File: src/rtl/regfile_wb_ctrl_if.sv
// Handshake and query bus between the ALU / load pipeline, the issue-stage hazard
// check and the register-file write-back controller.
interface regfile_wb_ctrl_if;
  logic        alu_valid;
  logic [4:0]  alu_rd;
  logic [31:0] alu_data;
  logic        alu_ready;
  logic        ld_issue_valid;
  logic [4:0]  ld_issue_rd;
  logic        ld_issue_ready;
  logic        ld_ret_valid;
  logic [31:0] ld_ret_data;
  logic        ld_ret_ready;
  logic [4:0]  rs1_index;
  logic [4:0]  rs2_index;
  logic        rs1_busy;
  logic        rs2_busy;
  logic        wb_en;
  logic [4:0]  rd_index;
  logic [31:0] wb_data;

  modport slave (
    input  alu_valid, alu_rd, alu_data,
    input  ld_issue_valid, ld_issue_rd,
    input  ld_ret_valid, ld_ret_data,
    input  rs1_index, rs2_index,
    output alu_ready, ld_issue_ready, ld_ret_ready,
    output rs1_busy, rs2_busy,
    output wb_en, rd_index, wb_data
  );

  modport master (
    output alu_valid, alu_rd, alu_data,
    output ld_issue_valid, ld_issue_rd,
    output ld_ret_valid, ld_ret_data,
    output rs1_index, rs2_index,
    input  alu_ready, ld_issue_ready, ld_ret_ready,
    input  rs1_busy, rs2_busy,
    input  wb_en, rd_index, wb_data
  );
endinterface

File: src/rtl/regfile_wb_ctrl.sv
// Register-file write-back arbiter: merges in-order load returns with a small ALU
// result queue into one registered write port, and reports load-pending hazards.
module regfile_wb_ctrl #(
  parameter int ALU_DEPTH = 2,
  parameter int LD_DEPTH  = 4
) (
  input logic              clk,
  input logic              rst,
  regfile_wb_ctrl_if.slave bus
);
  localparam int AP_W = (ALU_DEPTH > 1) ? $clog2(ALU_DEPTH) : 1;
  localparam int AC_W = $clog2(ALU_DEPTH + 1);
  localparam int LP_W = (LD_DEPTH > 1) ? $clog2(LD_DEPTH) : 1;
  localparam int LC_W = $clog2(LD_DEPTH + 1);
  localparam logic [AP_W-1:0] A_LAST = AP_W'(ALU_DEPTH - 1);
  localparam logic [AC_W-1:0] A_FULL = AC_W'(ALU_DEPTH);
  localparam logic [LP_W-1:0] L_LAST = LP_W'(LD_DEPTH - 1);
  localparam logic [LC_W-1:0] L_FULL = LC_W'(LD_DEPTH);

  logic [4:0]      alu_rd_q   [ALU_DEPTH];
  logic [4:0]      alu_rd_d   [ALU_DEPTH];
  logic [31:0]     alu_data_q [ALU_DEPTH];
  logic [31:0]     alu_data_d [ALU_DEPTH];
  logic [AP_W-1:0] alu_head_q, alu_head_d, alu_tail_q, alu_tail_d;
  logic [AC_W-1:0] alu_cnt_q, alu_cnt_d;

  logic [4:0]      ld_rd_q  [LD_DEPTH];
  logic [4:0]      ld_rd_d  [LD_DEPTH];
  logic            ld_vld_q [LD_DEPTH];
  logic            ld_vld_d [LD_DEPTH];
  logic [LP_W-1:0] ld_head_q, ld_head_d, ld_tail_q, ld_tail_d;
  logic [LC_W-1:0] ld_cnt_q, ld_cnt_d;

  logic            wb_en_q, wb_en_d;
  logic            wb_load_q, wb_load_d;
  logic [4:0]      rd_index_q, rd_index_d;
  logic [31:0]     wb_data_q, wb_data_d;

  logic alu_full, alu_fire, iss_fire, ret_fire;
  logic alu_bypass, alu_push, alu_pop;
  logic rs1_hit, rs2_hit;

  assign alu_full           = (alu_cnt_q == A_FULL);
  assign bus.alu_ready      = !rst || !alu_full;
  assign bus.ld_issue_ready = !rst || (ld_cnt_q != L_FULL);
  // Returns stall while the ALU queue is full so ALU results cannot starve.
  assign bus.ld_ret_ready   = rst && (ld_cnt_q != '0) && !alu_full;

  assign alu_fire = bus.alu_valid && bus.alu_ready;
  assign iss_fire = bus.ld_issue_valid && bus.ld_issue_ready;
  assign ret_fire = bus.ld_ret_valid && bus.ld_ret_ready;

  always_comb begin
    rs1_hit = 1'b0;
    rs2_hit = 1'b0;
    for (int i = 0; i < LD_DEPTH; i++) begin
      if (ld_vld_q[i] && (ld_rd_q[i] == bus.rs1_index)) rs1_hit = 1'b1;
      if (ld_vld_q[i] && (ld_rd_q[i] == bus.rs2_index)) rs2_hit = 1'b1;
    end
    if (wb_en_q && wb_load_q && (rd_index_q == bus.rs1_index)) rs1_hit = 1'b1;
    if (wb_en_q && wb_load_q && (rd_index_q == bus.rs2_index)) rs2_hit = 1'b1;
  end

  assign bus.rs1_busy = rst && (bus.rs1_index != 5'd0) && rs1_hit;
  assign bus.rs2_busy = rst && (bus.rs2_index != 5'd0) && rs2_hit;

  always_comb begin
    alu_rd_d   = alu_rd_q;
    alu_data_d = alu_data_q;
    alu_head_d = alu_head_q;
    alu_tail_d = alu_tail_q;
    alu_cnt_d  = alu_cnt_q;
    ld_rd_d    = ld_rd_q;
    ld_vld_d   = ld_vld_q;
    ld_head_d  = ld_head_q;
    ld_tail_d  = ld_tail_q;
    ld_cnt_d   = ld_cnt_q;
    wb_en_d    = 1'b0;
    wb_load_d  = 1'b0;
    rd_index_d = rd_index_q;
    wb_data_d  = wb_data_q;
    alu_bypass = 1'b0;
    alu_pop    = 1'b0;

    // Load return beats queued ALU results, which beat a direct ALU bypass.
    if (ret_fire) begin
      wb_en_d    = (ld_rd_q[ld_head_q] != 5'd0);
      wb_load_d  = 1'b1;
      rd_index_d = ld_rd_q[ld_head_q];
      wb_data_d  = bus.ld_ret_data;
    end else if (alu_cnt_q != '0) begin
      wb_en_d    = 1'b1;
      rd_index_d = alu_rd_q[alu_head_q];
      wb_data_d  = alu_data_q[alu_head_q];
      alu_pop    = 1'b1;
    end else if (alu_fire && (bus.alu_rd != 5'd0)) begin
      wb_en_d    = 1'b1;
      rd_index_d = bus.alu_rd;
      wb_data_d  = bus.alu_data;
      alu_bypass = 1'b1;
    end

    alu_push = alu_fire && (bus.alu_rd != 5'd0) && !alu_bypass;

    if (alu_pop) alu_head_d = (alu_head_q == A_LAST) ? '0 : alu_head_q + AP_W'(1);
    if (alu_push) begin
      alu_rd_d[alu_tail_q]   = bus.alu_rd;
      alu_data_d[alu_tail_q] = bus.alu_data;
      alu_tail_d = (alu_tail_q == A_LAST) ? '0 : alu_tail_q + AP_W'(1);
    end
    if (alu_push && !alu_pop) alu_cnt_d = alu_cnt_q + AC_W'(1);
    else if (!alu_push && alu_pop) alu_cnt_d = alu_cnt_q - AC_W'(1);

    if (ret_fire) begin
      ld_vld_d[ld_head_q] = 1'b0;
      ld_head_d = (ld_head_q == L_LAST) ? '0 : ld_head_q + LP_W'(1);
    end
    if (iss_fire) begin
      ld_vld_d[ld_tail_q] = 1'b1;
      ld_rd_d[ld_tail_q]  = bus.ld_issue_rd;
      ld_tail_d = (ld_tail_q == L_LAST) ? '0 : ld_tail_q + LP_W'(1);
    end
    if (iss_fire && !ret_fire) ld_cnt_d = ld_cnt_q + LC_W'(1);
    else if (!iss_fire && ret_fire) ld_cnt_d = ld_cnt_q - LC_W'(1);
  end

  always_ff @(posedge clk) begin
    if (!rst) begin
      for (int i = 0; i < ALU_DEPTH; i++) begin
        alu_rd_q[i]   <= '0;
        alu_data_q[i] <= '0;
      end
      for (int i = 0; i < LD_DEPTH; i++) begin
        ld_rd_q[i]  <= '0;
        ld_vld_q[i] <= 1'b0;
      end
      alu_head_q <= '0;
      alu_tail_q <= '0;
      alu_cnt_q  <= '0;
      ld_head_q  <= '0;
      ld_tail_q  <= '0;
      ld_cnt_q   <= '0;
      wb_en_q    <= 1'b0;
      wb_load_q  <= 1'b0;
      rd_index_q <= '0;
      wb_data_q  <= '0;
    end else begin
      alu_rd_q   <= alu_rd_d;
      alu_data_q <= alu_data_d;
      alu_head_q <= alu_head_d;
      alu_tail_q <= alu_tail_d;
      alu_cnt_q  <= alu_cnt_d;
      ld_rd_q    <= ld_rd_d;
      ld_vld_q   <= ld_vld_d;
      ld_head_q  <= ld_head_d;
      ld_tail_q  <= ld_tail_d;
      ld_cnt_q   <= ld_cnt_d;
      wb_en_q    <= wb_en_d;
      wb_load_q  <= wb_load_d;
      rd_index_q <= rd_index_d;
      wb_data_q  <= wb_data_d;
    end
  end

  assign bus.wb_en    = wb_en_q;
  assign bus.rd_index = rd_index_q;
  assign bus.wb_data  = wb_data_q;
endmodule

File: src/flat_wrapper.sv
// flat-port wrapper written by rule: the top's interface ports become plain ports
module regfile_wb_ctrl_flat 
#(
  parameter int ALU_DEPTH = 2,
  parameter int LD_DEPTH  = 4
)
  (clk, rst, bus_alu_valid, bus_alu_rd, bus_alu_data, bus_ld_issue_valid, bus_ld_issue_rd, bus_ld_ret_valid, bus_ld_ret_data, bus_rs1_index, bus_rs2_index, bus_alu_ready, bus_ld_issue_ready, bus_ld_ret_ready, bus_rs1_busy, bus_rs2_busy, bus_wb_en, bus_rd_index, bus_wb_data);
  regfile_wb_ctrl_if bus_i ();
  input logic clk;
  input logic rst;
  input wire logic [$bits(bus_i.alu_valid)-1:0] bus_alu_valid;
  input wire logic [$bits(bus_i.alu_rd)-1:0] bus_alu_rd;
  input wire logic [$bits(bus_i.alu_data)-1:0] bus_alu_data;
  input wire logic [$bits(bus_i.ld_issue_valid)-1:0] bus_ld_issue_valid;
  input wire logic [$bits(bus_i.ld_issue_rd)-1:0] bus_ld_issue_rd;
  input wire logic [$bits(bus_i.ld_ret_valid)-1:0] bus_ld_ret_valid;
  input wire logic [$bits(bus_i.ld_ret_data)-1:0] bus_ld_ret_data;
  input wire logic [$bits(bus_i.rs1_index)-1:0] bus_rs1_index;
  input wire logic [$bits(bus_i.rs2_index)-1:0] bus_rs2_index;
  output wire logic [$bits(bus_i.alu_ready)-1:0] bus_alu_ready;
  output wire logic [$bits(bus_i.ld_issue_ready)-1:0] bus_ld_issue_ready;
  output wire logic [$bits(bus_i.ld_ret_ready)-1:0] bus_ld_ret_ready;
  output wire logic [$bits(bus_i.rs1_busy)-1:0] bus_rs1_busy;
  output wire logic [$bits(bus_i.rs2_busy)-1:0] bus_rs2_busy;
  output wire logic [$bits(bus_i.wb_en)-1:0] bus_wb_en;
  output wire logic [$bits(bus_i.rd_index)-1:0] bus_rd_index;
  output wire logic [$bits(bus_i.wb_data)-1:0] bus_wb_data;
  assign bus_i.alu_valid = bus_alu_valid;
  assign bus_i.alu_rd = bus_alu_rd;
  assign bus_i.alu_data = bus_alu_data;
  assign bus_i.ld_issue_valid = bus_ld_issue_valid;
  assign bus_i.ld_issue_rd = bus_ld_issue_rd;
  assign bus_i.ld_ret_valid = bus_ld_ret_valid;
  assign bus_i.ld_ret_data = bus_ld_ret_data;
  assign bus_i.rs1_index = bus_rs1_index;
  assign bus_i.rs2_index = bus_rs2_index;
  assign bus_alu_ready = bus_i.alu_ready;
  assign bus_ld_issue_ready = bus_i.ld_issue_ready;
  assign bus_ld_ret_ready = bus_i.ld_ret_ready;
  assign bus_rs1_busy = bus_i.rs1_busy;
  assign bus_rs2_busy = bus_i.rs2_busy;
  assign bus_wb_en = bus_i.wb_en;
  assign bus_rd_index = bus_i.rd_index;
  assign bus_wb_data = bus_i.wb_data;
  regfile_wb_ctrl #(.ALU_DEPTH(ALU_DEPTH), .LD_DEPTH(LD_DEPTH)) u_core (.clk(clk), .rst(rst), .bus(bus_i));
endmodule
File: config.mk
export PLATFORM = sky130hd
export DESIGN_NAME = regfile_wb_ctrl_flat
export DESIGN_NICKNAME = d
export VERILOG_FILES = /design/src/rtl/regfile_wb_ctrl_if.sv /design/src/rtl/regfile_wb_ctrl.sv /design/src/flat_wrapper.sv
export SDC_FILE = /design/constraint.sdc
export NUM_CORES = 1
export LEC_CHECK = 0
export ABC_CLOCK_PERIOD_IN_PS = 3700
export BUFFER_PORTS_ARGS = -buffer_cell sky130_fd_sc_hd__buf_4
export CORE_ASPECT_RATIO = 1.2
export CORE_MARGIN = 10
export CORE_UTILIZATION = 45
export DETAILED_ROUTE_END_ITERATION = 16
export GPL_ROUTABILITY_DRIVEN = 0
export PLACE_DENSITY = 0.67
export SLEW_MARGIN = 15
export SYNTH_ARGS = -nofsm -noshare
export SYNTH_HDL_FRONTEND = slang
export SYNTH_SLANG_ARGS = --single-unit
File: constraint.sdc
create_clock -name clk -period 3.7 [get_ports clk]
set_input_delay 0.185 -clock clk [delete_from_list [all_inputs] [get_ports clk]]
set_output_delay 0.185 -clock clk [all_outputs]
set_load 0.005 [all_outputs]
Yosys cells after proc, flatten, opt, wreduce, memory -nomap -nowiden
Cells that the tools add are included.
{"block": "totals", "regBits": 148, "inputBits": 89, "output_inout_bits": 43}
{"block": "classes", "n_addsub": 8, "magnitude_cmp": 7, "eq_ne": 14, "mux": 56, "n_bitwise": 7, "reduce_logical": 47}
{"operator": "2-to-1 mux 32 bit", "n": 7}
{"operator": "bitwise mux 64 bit", "n": 1}
{"operator": "== test 5 bit", "n": 10}
{"operator": "2-to-1 mux 5 bit", "n": 10}
{"operator": "demux 32 bit (select 1 bit)", "n": 1}
{"operator": "logical AND 1 bit", "n": 29}
{"operator": "2-to-1 mux 1 bit", "n": 22}
{"operator": "bitwise mux 20 bit", "n": 1}
{"operator": "nonzero test 5 bit", "n": 4}
{"operator": "binary-select mux 5 bit (select 2 bit)", "n": 1}
{"operator": "bitwise mux 10 bit", "n": 1}
{"operator": "demux 5 bit (select 2 bit)", "n": 1}
{"operator": "2-to-1 mux 2 bit", "n": 4}
{"operator": "2-to-1 mux 4 bit", "n": 2}
{"operator": "zero test 1 bit", "n": 7}
{"operator": "adder 2 x 1 -> 2 bit, second input constant", "n": 3}
{"operator": "== test 2 bit, second input constant", "n": 3}
{"operator": "greater-or-equal comparator 3 bit, second input constant", "n": 2}
{"operator": "less-than comparator 3 x 1 -> 1 bit, second input constant", "n": 2}
{"operator": "2-to-1 mux 3 bit", "n": 2}
{"operator": "inverter 2 -> 3 bit", "n": 2}
{"operator": "nonzero test 2 bit", "n": 3}
{"operator": "nonzero test 3 bit", "n": 2}
{"operator": "demux 5 bit (select 1 bit)", "n": 1}
{"operator": "13 further kinds", "n": 18}

Longest topological paths before layout
Gate-level depths: netlist of run 1.
{"block": "depth", "ltp_word": 14, "ltp_mapped": 12, "mapped_depth_nobuf": 9}

Worst setup path before layout of run 1
Ideal clock, no wire load.
{"block": "synth_path", "path_kind": "register to register", "from": "reg u_core.ld_cnt_q[0]", "to": "reg u_core.ld_cnt_q[2]", "setup_ns": 0.076, "arrival_time_ns": 2.733, "slack_ns": 0.892, "stages_incl_launch_ff": 12, "n_path_buf": 2, "synth_period_minus_slack_ns": 2.808, "cell_sequence": "dfxtp_1 nor3_1 nor3_4 inv_2 buf_2 buf_1 ha_1 inv_1 fa_1 xor2_1 or3_1 a21boi_0"}
{"block": "synth_via", "elab_chain_cells": 7}
{"item": "from (decl)", "line_no": "regfile_wb_ctrl.sv:32", "rtl": "logic [LC_W-1:0] ld_cnt_q, ld_cnt_d;"}
{"item": "from (signal assigned)", "line_no": "regfile_wb_ctrl.sv:157", "rtl": "ld_cnt_q <= ld_cnt_d;"}
{"item": "parallel branches: the longest is 7 deep, another holds subtractor 3 x 1 -> 3 bit"}
Parallel ways; which one is timed is not known. The select of a mux whose other input is x is not followed.
A chain may end at the register's enable or synchronous reset.

Final worst setup path of run 1
{"block": "layout_path", "from": "in rst", "to": "out bus_ld_ret_ready"}
{"block": "layout_via", "elab_chain_cells": 2}
{"item": "from (decl)", "line_no": "flat_wrapper.sv:10", "rtl": "input logic rst;"}
{"item": "logical AND 1 bit (2 in a row)", "line_no": "regfile_wb_ctrl.sv:47", "rtl": "assign bus.ld_ret_ready = rst && (ld_cnt_q != '0) && !alu_full;"}
{"item": "to (decl)", "line_no": "flat_wrapper.sv:22", "rtl": "output wire logic [$bits(bus_i.ld_ret_ready)-1:0] bus_ld_ret_ready;"}
Every way passes these cells.

==> results of run 1 <==
[sequential cells by signal (all words and copies together) (netlist names), 2 cells and up]
name,flops
u_core.ld_head_q,2
u_core.bus.rd_index,5
u_core.ld_rd_q,20
u_core.alu_data_q,64
u_core.ld_vld_q,4
u_core.alu_rd_q,10
u_core.ld_cnt_q,3
u_core.alu_cnt_q,2
u_core.ld_tail_q,2
u_core.bus.wb_data,32
[cell usage in the layout, fill, tap and decap left out, types with 6 or more instances in the layout]
master / count
a221oi_2: 30
a21oi_1: 46
o21ai_1: 9
a21boi_0: 25
o21ai_0: 110
ha_1: 10
inv_1: 6
xor2_1: 42
buf_4: 139
clkbuf_16: 17
nand3_1: 107
dfxtp_1: 147
mux2i_1: 38
nor4_1: 11
nor2_1: 36
xnor2_1: 14
nand2_1: 75
[path summary, 6_finish.rpt]
kind | end | slack, ps
max | bus_ld_ret_ready | 1180
min | u_core.bus.wb_data[14]$_SDFFE_PN0P_ | 40
max reg2reg | u_core.ld_cnt_q[2]$_SDFFE_PN0P_ | 1200
min reg2reg | u_core.alu_data_q[30]$_SDFFE_PN0P_ | 460
[through the flow]
stage          util, %  total power, uW
3_5_place_dp      51.4             3980
3_3_place_gp      51.4             3960
2_1_floorplan        -             3450
6_report          54.8             5480
4_1_cts           54.8             5550
5_1_grt           54.8             5820
[cells by family after synthesis]
family | count (synthesis) | share of synthesized area (%)
adders and majority gates | 11 | 1.98
and+or+nand+nor | 259 | 17.0
buffers and inverters | 84 | 5.80
xor gates and xnor gates | 56 | 6.70
muxes | 43 | 6.74
DFF | 148 | 40.5
AOI/OAI and AO/OA | 231 | 21.3
[critical path, cell delays in order]
cell and delay, ps:
buf_4 300, buf_4 410, buf_4 850, nor3b_1 340
buf_4 160
[routing by layer]
metal	share of wire (%)	routed length, um
met1	42	7810
met2	50	9370
met3	5.8	1080
met4	2.1	387
met5	0	0
[layout make-up]
class	count	share of cell area [%]
Multi-Input combinational cell	600	45.1
Sequential cell	148	33.6
Timing Repair Buffer	139	11.8
Clock buffer	20	5.18
Tap cell	212	3.01
Clock inverter	12	0.951
Inverter	7	0.298
[power by group]
group / internal [uW] / total (uW) / switching [uW]
clock: 889 / 1560 / 674
sequential: 1870 / 2160 / 284
combinational: 781 / 1760 / 979
==> flow_summary.ini, run 1 <==
[outcome]
status = finished, final reports clean

[floorplanning]
core-area_sq_um = 16100
ioPinCount = 132
dieHeight_um = 160
die_area_sq_um = 21800
row_count = 51
die_w_um = 136
start_util_pct = 45.5

[global_route]
grt_use_total_pct = 17.4
grt_pass1_wl_um = 30800
antenna_found_initial = 1
top_usage_layer = met2
grt_max_degree = 114
use_met1_pct = 19.7
use_met3_pct = 4.58
grt_overflow = 0
grt_pass1_vias = 6160
gr-usage-met2_pct = 29.9

[worst_hold_path]
min_path_type = primary input to register
hold_start = bus_ld_ret_data[14]
min_path_cells = 3

[cts]
cts-hold-fix-buffers = 0
cts-root-buf = clkbuf_16
cts_buffers = 17
cts_setup_buffers = 0
cts-resized-gates = 0
cts-htree-levels = 4
clkTransAtPathRegs_ps = 60
cts.sinks = 148
clockBufferDepth = 2
insertion_delay_ps = 430
tritoncts = yes

[layout]
fin_nets = 1013
area_delta_synth_final_pct = 20.4
multi_input_area_sq_um = 3970
num_antenna_cells = 0
drive_gt1_share_pct = 23.3
fillers = 1540
final_cells = 1138
final_area_sq_um = 8810
regArea_sq_um = 2960

[worst_setup_path]
worstSetupPathType = primary input to primary output
cp-end-kind = primary output
worstReg2RegStart = u_core.ld_cnt_q[0]$_SDFFE_PN0P_
crit_required_ps = 3510
startpoint_type = primary input
r2r_cells = 9
crit_arrival_ps = 2340
path_max_fanout = 113
crit_start = rst

[synth]
async_flop_share_pct = 0
synth.most_common_cell = dfxtp_1
synth_top_area_share_pct = 40.5
synth_cell_types = 46
yosys-top-cells-area = dfxtp_1, o21ai_0, nand3_1, a221oi_2, mux2i_1
syn_area_sq_um = 7320
synthCells = 832
synth_seq_area_share_pct = 40.5
synth_top_flop_cell = dfxtp_1
synth-seq-cells = 148
synth_edf_count = 0
synth_common_cells = dfxtp_1, o21ai_0, nand3_1, nand2_1, a21oi_1
syn-num-nets = 932
yosys.area.top_type = dfxtp_1
synth.avg_cell_area_sq_um = 8.79
yosysWarnings = 0

[drt]
vias = 6166
drtIter0Drc = 447
vias_per_cell = 5.42
routedWlPerCell_um = 16.4
drc = 0
drt_wl_total_um = 18700
drtAntennaViolNets = 0
first_pass_iters = 5

[timing]
setup-tns-final_ps = 0
slew_viol_final = 0
fin_ws_ps = 1180
final-setup-viol-count = 0
rsz0062_at_grt = false
skew_ps = 9.92
fin_crit_ps = 2520
period_share_pct = 68.2
relSlewSlack_pct = 30.0
hold_violations = 0
whs_ps = 39.8
fmax_mhz = 396
tightestPinTransition_ps = 1050

[place]
hpwlAfterDp_um = 12900
io_buffers = 131
dp_slack_ps = 1160
dp_cells = 1106
place_area_sq_um = 8270

[job]
maxCapViolCount = 0

[pwr]
powerDensity_nw_per_um2 = 622
p_leak_uw = 0.00337
ir_drop_mv = 0.426
No activity file was read; power rests on OpenSTA's default activity.
==> run 2: changes to the inputs <==
--- a/config.mk
+++ b/config.mk
@@ -5,14 +5,15 @@
 export SDC_FILE = /design/constraint.sdc
 export NUM_CORES = 1
 export LEC_CHECK = 0
-export ABC_CLOCK_PERIOD_IN_PS = 3700
+export ABC_AREA = 1
+export ABC_CLOCK_PERIOD_IN_PS = 2600
 export BUFFER_PORTS_ARGS = -buffer_cell sky130_fd_sc_hd__buf_4
 export CORE_ASPECT_RATIO = 1.2
 export CORE_MARGIN = 10
 export CORE_UTILIZATION = 45
 export DETAILED_ROUTE_END_ITERATION = 16
 export GPL_ROUTABILITY_DRIVEN = 0
-export PLACE_DENSITY = 0.67
+export PLACE_DENSITY = 0.66
 export SLEW_MARGIN = 15
 export SYNTH_ARGS = -nofsm -noshare
 export SYNTH_HDL_FRONTEND = slang
==> constraint.sdc (replaced) <==
create_clock -name clk -period 2.6 [get_ports clk]
set_input_delay 0.13 -clock clk [delete_from_list [all_inputs] [get_ports clk]]
set_output_delay 0.13 -clock clk [all_outputs]
set_load 0.005 [all_outputs]
==> run 2 against run 1 <==
Effect of this change: cell area rose by 17%; synthesized cell count rose by 72%; sequential power rose by 49%; critical path depth rose by 3; sequential share of layout area fell by 4.9 points; area after synthesis rose by 13%; combinational power rose by 120%; count of clock-buffer cells in the layout rose by 2; wire length rose by 33%; sequential cell count did not move; cell count rose by 58%; critical path type is now register to register; highest routed layer unchanged.
==> flow_summary.ini, run 2 <==
[worst_setup_path]
worstSetupPathType = register to register
startpoint_type = register
r2r_cells = 8
crit_arrival_ps = 2360
crit_path_end = u_core.alu_data_q[60]$_SDFFE_PN0P_
reg2reg_to = u_core.alu_data_q[60]$_SDFFE_PN0P_
crit_required_ps = 2910
cp-end-kind = register
worstReg2RegStart = u_core.alu_cnt_q[1]$_SDFFE_PN0P_
r2r_slack_ps = 550
path_max_fanout = 75
crit_start = u_core.alu_cnt_q[1]$_SDFFE_PN0P_

[cts]
clkTransAtPathRegs_ps = 60
insertion_delay_ps = 430
cts_buffers = 17
cts.sinks = 148
tritoncts = yes
cts-hold-fix-buffers = 37
clockBufferDepth = 2
cts-htree-levels = 4
cts-resized-gates = 0
cts_setup_buffers = 0
cts-root-buf = clkbuf_16

[drt]
first_pass_iters = 5
drt_wl_total_um = 24800
vias_per_cell = 4.72
drc = 0
routedWlPerCell_um = 13.8
drtIter0Drc = 644
drtAntennaViolNets = 0
vias = 8487

[global_route]
grt_overflow = 0
grt_pass1_wl_um = 39700
grt_pass1_vias = 7734
antenna_found_initial = 0
grt_max_degree = 79
grt_use_total_pct = 20.3

[layout]
final_cells = 1799
num_antenna_cells = 0
fillers = 1852
largest_reg_flops = 64
final_common_cell = nand2_1
fin_nets = 1663
drive_gt1_share_pct = 11.7
finish.utilization_pct = 56.8
area_delta_synth_final_pct = 24.6
regMostFlops = u_core.alu_data_q
final_cell_mix = nand2_1, nor2_1, inv_1

[synth]
synth-seq-cells = 148
syn_area_sq_um = 8290
syn-num-nets = 1532
synth.most_common_cell = nand2_1
synth_seq_area_share_pct = 35.8
synth_edf_count = 0
yosys.area.top_type = dfxtp_1
synth_cell_types = 24
synth_top_area_share_pct = 35.8
synth_common_cells = nand2_1, nor2_1, inv_1, dfxtp_1, o21ai_0
synthCells = 1432
synth_top_flop_cell = dfxtp_1
yosys-top-cells-area = dfxtp_1, nand2_1, nor2_1, inv_1, o21ai_0
yosysWarnings = 0
async_flop_share_pct = 0
synth.avg_cell_area_sq_um = 5.79

[floorplanning]
die_w_um = 144
ioPinCount = 132
dieHeight_um = 169
die_area_sq_um = 24300
core-area_sq_um = 18200
start_util_pct = 45.6
row_count = 54

[job]
maxCapViolCount = 0

[timing]
whs_ps = 20.1
fin_crit_ps = 2050
tightestPinTransition_ps = 818
slew_viol_final = 0
rsz0062_at_grt = false
skew_ps = 11.3
relSlewSlack_pct = 45.5
final-setup-viol-count = 0
fmax_mhz = 488
hold_violations = 0
setup-tns-final_ps = 0
period_share_pct = 78.8

[place]
dp_cells = 1731
hpwlAfterDp_um = 17600
io_buffers = 131

[pwr]
p_int_uw = 5860
powerDensity_nw_per_um2 = 930
ir_drop_mv = 0.458
p_sw_share_pct = 39.0
p_seq_share_pct = 33.6
p_leak_uw = 0.00542
p_clk_share_pct = 26.3
p_sw_uw = 3740
p_comb_share_pct = 40.1

[worst_hold_path]
min_path_type = primary input to register

[outcome]
status = finished, final reports clean
run 2: cell types whose count changed after synthesis, sizes merged, moves of 11 or more:
cell / delta
xor2: -38
nand3: -68
xnor2: -14
nand2: +488
clkbuf: -14
nor2: +230
mux2i: -38
nor4: -11
a21boi: -27
inv: +153
a221oi: -32
run 2: power by group through the flow:
stage                     logic [uW]  clock network [uW]  registers [uW]
after global routing            4460                2640            3280
after CTS                       3870                2570            3220
after floorplan                 2620                   0            3120
after global placement          3760                   0            3250
final                           3850                2530            3220
after detailed placement        3800                   0            3260
run 2: logic make-up (layout without fill, tap and decap cells):
group / after synthesis / in the layout / synth area share (%)
AOI/OAI and AO/OA: 162 / 162 / 9.81
DFF: 148 / 148 / 35.8
adders and majority gates: 11 / 11 / 1.75
and+or+nand+nor: 875 / 875 / 40.6
buffers and inverters: 232 / 375 / 11.6
xor gates and xnor gates: 4 / 4 / 0.423
run 2: layout make-up:
cell class	instances	area, sq um	area share (%)
clock buffer	22	474	4.59
inverter	162	608	5.89
clock inverter	9	128	1.24
multi-input combinational	1052	4380	42.4
tap	224	280	2.71
timing repair buffer	182	1500	14.5
sequential	148	2960	28.7
run 2: worst min-delay path by stage:
stage                            start                                  to  slack [ps]  depth (start not counted)
global placement      bus_alu_data[28]  u_core.alu_data_q[60]$_SDFFE_PN0P_         370                          3
CTS                 bus_ld_issue_rd[1]      u_core.ld_rd_q[1]$_SDFFE_PN0P_           4                          3
global route        bus_ld_issue_rd[1]      u_core.ld_rd_q[1]$_SDFFE_PN0P_          20                          3
finish              bus_ld_ret_data[9]  u_core.bus.wb_data[9]$_SDFFE_PN0P_          20                          5
detailed placement    bus_alu_data[20]  u_core.alu_data_q[52]$_SDFFE_PN0P_         380                          3
floorplan             bus_alu_data[29]  u_core.alu_data_q[29]$_SDFFE_PN0P_         260                          2
run 2: metrics by stage:
step	total power (uW)	instance area, sq um	setup WS [ps]
finish	9600	10300	551
global route	10400	10300	310
CTS	9660	10300	572
detailed placement	7060	9360	587
global placement	7010	9360	628
floorplan	5740	8290	561
run 2: layer usage:
layer	global-route usage, %	part of all wire, %
met5	0	0
met4	6.58	1.7
met3	3.50	4.9
met2	33.4	48
met1	26.3	45
run 2: worst max-delay path, cell delays in order (launching register included):
cell	delay [ps]
dfxtp_1	460
a21oi_1	120
nand3_2	220
nand2_2	160
nand3_2	90
buf_4	590
nand2_1	120
nand2_1	100
nor2_1	50
